<file path="src/rtl/led_breath_if.sv">
// Control/status bundle for the breathing LED driver.
// master drives strobe and enable; slave returns LED pin, duty and phase.
interface led_breath_if #(
   parameter int PWM_W = 8
);
   logic             tick_i;
   logic             en_i;
   logic             led_o;
   logic [PWM_W-1:0] duty_o;
   logic [1:0]       phase_o;

   modport master (output tick_i, en_i, input led_o, duty_o, phase_o);
   modport slave  (input tick_i, en_i, output led_o, duty_o, phase_o);
endinterface

</file>
<file path="src/rtl/led_breath.sv">
// Breathing PWM LED driver: ramps duty up, holds, ramps down, holds, repeats.
// One registered cycle from counter to pin; duty only moves at PWM period boundaries.
module led_breath #(
   parameter int PWM_W      = 8,
   parameter int STEP       = 1,
   parameter int HOLD_TICKS = 16
) (
   input logic         clk_i,
   input logic         rst_i,
   led_breath_if.slave bus
);
   localparam int               HW        = (HOLD_TICKS > 1) ? $clog2(HOLD_TICKS) : 1;
   localparam logic [PWM_W-1:0] MAX       = {PWM_W{1'b1}};
   localparam logic [PWM_W:0]   STEP_X    = (PWM_W+1)'(STEP);
   localparam logic [HW-1:0]    HOLD_LAST = HW'(HOLD_TICKS - 1);

   typedef enum logic [1:0] {
      UP      = 2'd0,
      HOLD_HI = 2'd1,
      DOWN    = 2'd2,
      HOLD_LO = 2'd3
   } phase_t;

   logic [PWM_W-1:0] pwm_cnt;
   logic [PWM_W-1:0] duty;
   phase_t           state;
   logic [HW-1:0]    hold_cnt;
   logic             pend;
   logic             led;
   logic             wrap;
   logic             step;
   logic [PWM_W:0]   up_sum;

   assign wrap   = (pwm_cnt == MAX);
   // Ticks are latched across the period and consumed only at the wrap, so no runt pulses.
   assign step   = wrap && bus.en_i && (pend || bus.tick_i);
   assign up_sum = {1'b0, duty} + STEP_X;

   always_ff @(posedge clk_i) begin
      if (rst_i) begin
         pwm_cnt  <= '0;
         duty     <= '0;
         state    <= UP;
         hold_cnt <= '0;
         pend     <= 1'b0;
         led      <= 1'b0;
      end else begin
         pwm_cnt <= pwm_cnt + 1'b1;
         led     <= bus.en_i && (pwm_cnt < duty);
         pend    <= wrap ? 1'b0 : (pend | bus.tick_i);
         if (step) begin
            case (state)
               UP: begin
                  if (up_sum >= {1'b0, MAX}) begin
                     duty     <= MAX;
                     hold_cnt <= '0;
                     state    <= HOLD_HI;
                  end else begin
                     duty <= up_sum[PWM_W-1:0];
                  end
               end
               HOLD_HI: begin
                  if (hold_cnt == HOLD_LAST) begin
                     hold_cnt <= '0;
                     state    <= DOWN;
                  end else begin
                     hold_cnt <= hold_cnt + 1'b1;
                  end
               end
               DOWN: begin
                  if ({1'b0, duty} <= STEP_X) begin
                     duty     <= '0;
                     hold_cnt <= '0;
                     state    <= HOLD_LO;
                  end else begin
                     duty <= duty - STEP_X[PWM_W-1:0];
                  end
               end
               HOLD_LO: begin
                  if (hold_cnt == HOLD_LAST) begin
                     hold_cnt <= '0;
                     state    <= UP;
                  end else begin
                     hold_cnt <= hold_cnt + 1'b1;
                  end
               end
               default: state <= UP;
            endcase
         end
      end
   end

   assign bus.led_o   = led;
   assign bus.duty_o  = duty;
   assign bus.phase_o = state;
endmodule

</file>
<file path="src/flat_wrapper.sv">
// flat-port wrapper written by rule: the top's interface ports become plain ports
module led_breath_flat 
#(
   parameter int PWM_W      = 8,
   parameter int STEP       = 1,
   parameter int HOLD_TICKS = 16
)
  (clk_i, rst_i, bus_tick_i, bus_en_i, bus_led_o, bus_duty_o, bus_phase_o);
  led_breath_if #(.PWM_W(PWM_W)) bus_i ();
  input logic clk_i;
  input logic rst_i;
  input wire logic [$bits(bus_i.tick_i)-1:0] bus_tick_i;
  input wire logic [$bits(bus_i.en_i)-1:0] bus_en_i;
  output wire logic [$bits(bus_i.led_o)-1:0] bus_led_o;
  output wire logic [$bits(bus_i.duty_o)-1:0] bus_duty_o;
  output wire logic [$bits(bus_i.phase_o)-1:0] bus_phase_o;
  assign bus_i.tick_i = bus_tick_i;
  assign bus_i.en_i = bus_en_i;
  assign bus_led_o = bus_i.led_o;
  assign bus_duty_o = bus_i.duty_o;
  assign bus_phase_o = bus_i.phase_o;
  led_breath #(.PWM_W(PWM_W), .STEP(STEP), .HOLD_TICKS(HOLD_TICKS)) u_core (.clk_i(clk_i), .rst_i(rst_i), .bus(bus_i));
endmodule
</file>
<file path="config.mk">
export PLATFORM = sky130hd
export DESIGN_NAME = led_breath_flat
export DESIGN_NICKNAME = d
export VERILOG_FILES = /design/src/rtl/led_breath_if.sv /design/src/rtl/led_breath.sv /design/src/flat_wrapper.sv
export SDC_FILE = /design/constraint.sdc
export NUM_CORES = 1
export LEC_CHECK = 0
export CAP_MARGIN = 10
export CORE_ASPECT_RATIO = 0.7
export CORE_MARGIN = 5
export CORE_UTILIZATION = 25
export CTS_CLUSTER_SIZE = 20
export DETAILED_ROUTE_END_ITERATION = 16
export PLACE_DENSITY_LB_ADDON = 0.2
export SYNTH_ARGS = -nofsm -noshare
export SYNTH_HDL_FRONTEND = slang
export SYNTH_SLANG_ARGS = --single-unit
</file>
<file path="constraint.sdc">
create_clock -name clk_i -period 3.65 [get_ports clk_i]
set_input_delay 0.73 -clock clk_i [delete_from_list [all_inputs] [get_ports clk_i]]
set_output_delay 0.73 -clock clk_i [all_outputs]
set_load 0.03 [all_outputs]
</file>
==> impl_metrics.csv <==
group,metric,value,unit
status,status,"finished, final reports clean",
power_and_ir_drop,swShare,22.3,%
floorplan,start_util,26.1,%
floorplan,dieArea,8360,um^2
final_layout,area_delta_synth_final,17.6,%
setup_path,r2r_cells,6,
setup_path,critPathArrivalTime,2.94,ns
timing,tightest_slew,0.520,ns
floorplan,fp.dieH,78.0,um
timing,finalSetupTns,0,ns
setup_path,crit_slowest_cell,"dfxtp_1",
setup_path,cp_top_family,"simple AND/OR/NAND/NOR gates",
synthesis,synthCells,208,
synthesis,synthMuxAreaShare,0,%
grt,grt_pass1_vias,1404,
floorplan,die_w,107,um
setup_path,max_stage_delay,0.64,ns
grt,antenna_found_initial,0,
synthesis,synth_cell_types,43,
timing,finalMaxSlewViolations,0,
final_layout,num-nets-final,240,
synthesis,syn_nets,229,
clock_network,clkLatencyLatePin,0.27,ns
place,hpwlAfterDp,3.11,mm
final_layout,multi_input_comb_area,1090,um^2
synthesis,ys_warn_count,0,
place,placed_cell_area,1890,um^2
clock_network,cts_resized,0,
detailed_routing,drtAntennaViolNets,0,
synthesis,synth_compound_area_share,26.7,%
synthesis,async_flop_share,0,%
timing,grt_setup_unrepaired,"false",
clock_network,cts.sinks,24,
worst_hold_path,hold_depth,1,
synthesis,synth_seq_cells,24,
place,gp_congestion,0.820,
clock_network,clk_pin_slew,0.10,ns
timing,fin_crit,2.74,ns
detailed_routing,via_per_inst,5.06,
final_layout,fin_area,1940,um^2
power_and_ir_drop,vdd_ir_drop_max,0.000118,V
setup_path,critPathMaxFanout,14,
grt,grtUsageTotal,10.4,%
timing,max_slew_margin,65.3,%
timing,max_freq,0.365,GHz
grt,grt_overflow,0,
detailed_routing,dr.pass1.iters,6,
synthesis,synth_ff_type,"dfxtp_1",
synthesis,synth_top_family_by_area,"compound AO/OA/AOI/OAI gates",
grt,grt_max_degree,24,
power_and_ir_drop,clkPwrFrac,38.7,%
flow_run,max_cap_violations,0,
final_layout,fillCellCount,692,
synthesis,post_synth.cell_area_avg,7.94,um^2
power_and_ir_drop,leakagePower,0.659,nW
clock_network,root_buffer,"clkbuf_8",
setup_path,endpoint_kind,"flop",
place,io_buffers,14,
synthesis,synth_xor_area_share,4.77,%
synthesis,yosysSeqAreaShare,29.1,%
floorplan,core,6340,um^2
clock_network,post_cts_buffers,0,
grt,grt_pass1_wl,7.17,mm
power_and_ir_drop,intPower,0.000376,W
setup_path,start_kind,"flop",
timing,hold_viol_final,0,
setup_path,cp.required,3.85,ns
floorplan,io_pins,15,
clock_network,cts_tree,"yes",
floorplan,row_count,24,
detailed_routing,drt_iter0_markers,96,
synthesis,synth_top_area_cell,"dfxtp_1",
synthesis,syn_area,1650,um^2
final_layout,drive_above_1_share,4.59,%
power_and_ir_drop,p_comb_share,5.6,%
detailed_routing,routed_wl,4.20,mm
final_layout,antennaDiodeCount,0,
clock_network,clockBufferDepth,2,
clock_network,numCtsBuffers,3,
worst_hold_path,hp-class,"reg2reg",
synthesis,yosys.area_share.simple,21.3,%
timing,skew,0.0101,ns
timing,post-route-period-util,75.1,%
synthesis,synth.area.top_cells,"dfxtp_1 29%, ha_1 13%, a21oi_1 4.8%",
synthesis,synth_edf_count,0,
setup_path,path_cells,"nand4_2, or3_1, a2111o_1, o211a_1, or4_1, a21oi_1",
detailed_routing,via_count,1564,
final_layout,regArea,480,um^2
clock_network,ctsHoldBuffers,0,
setup_path,worstSetupPathType,"reg2reg",
setup_path,path_depth,6,
timing,setup_violations,0,
setup_path,crit_buf_inv,0,
detailed_routing,drc,0,
synthesis,synth_top_area_share,29.1,%
power_and_ir_drop,switchingPower,0.000108,W
detailed_routing,avgRoutedWirePerCell,13.6,um
power_and_ir_drop,seqPwrFrac,55.7,%
clock_network,htree_levels,1,
power_and_ir_drop,powerDensity,249,nW/um^2
synthesis,synth_fa_ha_area_share,12.9,%
layout make-up:
class,instances,area share [%]
Timing Repair Buffer,16,7.99
Sequential cell,24,24.7
Multi-Input combinational cell,162,56.3
Tap cell,91,5.86
Clock buffer,4,2.84
Inverter,12,2.32
per-stage QoR:
| stage | power [W] | setup slack [ns] | cells | util, % | hold slack (ns) |
|---|---|---|---|---|---|
| after global placement | 0.000303 | 0.972 | 305 | 29.8 | 0.448 |
| after floorplan | 0.000292 | 1.08 | 208 | - | 0.426 |
| after CTS | 0.000496 | 0.925 | 309 | 30.6 | 0.479 |
| final | 0.000484 | 0.911 | 309 | 30.6 | 0.469 |
| after global routing | 0.000511 | 0.757 | 309 | 30.6 | 0.486 |
| after detailed placement | 0.000303 | 0.968 | 305 | 29.8 | 0.457 |
Yosys cell counts (2+ instances only):
library cell,count
nand4b_1,2
nand3_1,12
nor3_1,9
a211oi_1,4
a21o_1,2
o21ai_0,11
nand2_1,10
nand4_1,2
a31oi_1,4
xnor2_1,5
dfxtp_1,24
or4_1,2
or3_1,3
and3_1,2
inv_1,12
o21ai_1,10
a32o_1,2
xor2_1,4
clkbuf_1,6
o21a_1,2
o21bai_1,2
o211ai_1,4
o211a_1,2
ha_1,17
a21oi_1,16
nor2_1,15
nor4_1,5
and2_1,2
buf_2,3
state kept, by name (all words and copies together) (netlist names):
register            flops
u_core.bus.led_o        1
u_core.bus.duty_o       8
u_core.pwm_cnt          8
u_core.bus.phase_o      2
u_core.pend             1
u_core.hold_cnt         4
power by group through the flow:
stage                     clock network [W]  registers [W]  logic (W)
after floorplan                           0       0.000276  0.0000157
after CTS                          0.000199       0.000269  0.0000275
after global routing               0.000210       0.000270  0.0000312
after detailed placement                  0       0.000276  0.0000271
after global placement                    0       0.000276  0.0000273
final                              0.000187       0.000269  0.0000272
logic make-up after synthesis:
kind of cell	Yosys count
and+or+nand+nor	68
DFF	24
AOI/OAI and AO/OA	68
xor gates and xnor gates	9
buffers and inverters	22
adders and majority gates	17
layer usage:
layer	vias to the layer above	track usage (%)	part of all wire, %
met5	-	0	0
met4	0	1.02	0.33
met3	2	2.90	5.2
met2	35	14.7	39
met1	732	16.1	55
li1	795	-	-
layout by cell type (no fill, tap or decap), types with 3 or more instances in the layout:
| master | instances |
|---|---|
| xnor2_1 | 5 |
| xor2_1 | 4 |
| nand2_1 | 10 |
| o211ai_1 | 4 |
| clkdlybuf4s50_1 | 14 |
| nor2_1 | 15 |
| ha_1 | 17 |
| o21ai_0 | 11 |
| nor3_1 | 9 |
| o21ai_1 | 10 |
| a31oi_1 | 4 |
| dfxtp_1 | 24 |
| nor4_1 | 5 |
| a21oi_1 | 16 |
| a211oi_1 | 4 |
| inv_1 | 12 |
| or3_1 | 3 |
| clkbuf_8 | 4 |
| nand3_1 | 12 |
final timing paths:
kind | slack [ns] | startpoint | end
max | 0.91 | u_core.bus.duty_o[2] | u_core.hold_cnt[0]
max reg2reg | 0.91 | u_core.bus.duty_o[2] | u_core.hold_cnt[0]
min | 0.47 | u_core.pwm_cnt[0] | u_core.pwm_cnt[0]
min reg2reg | 0.47 | u_core.pwm_cnt[0] | u_core.pwm_cnt[0]
Note: power is estimated with default switching activity, not from simulation.
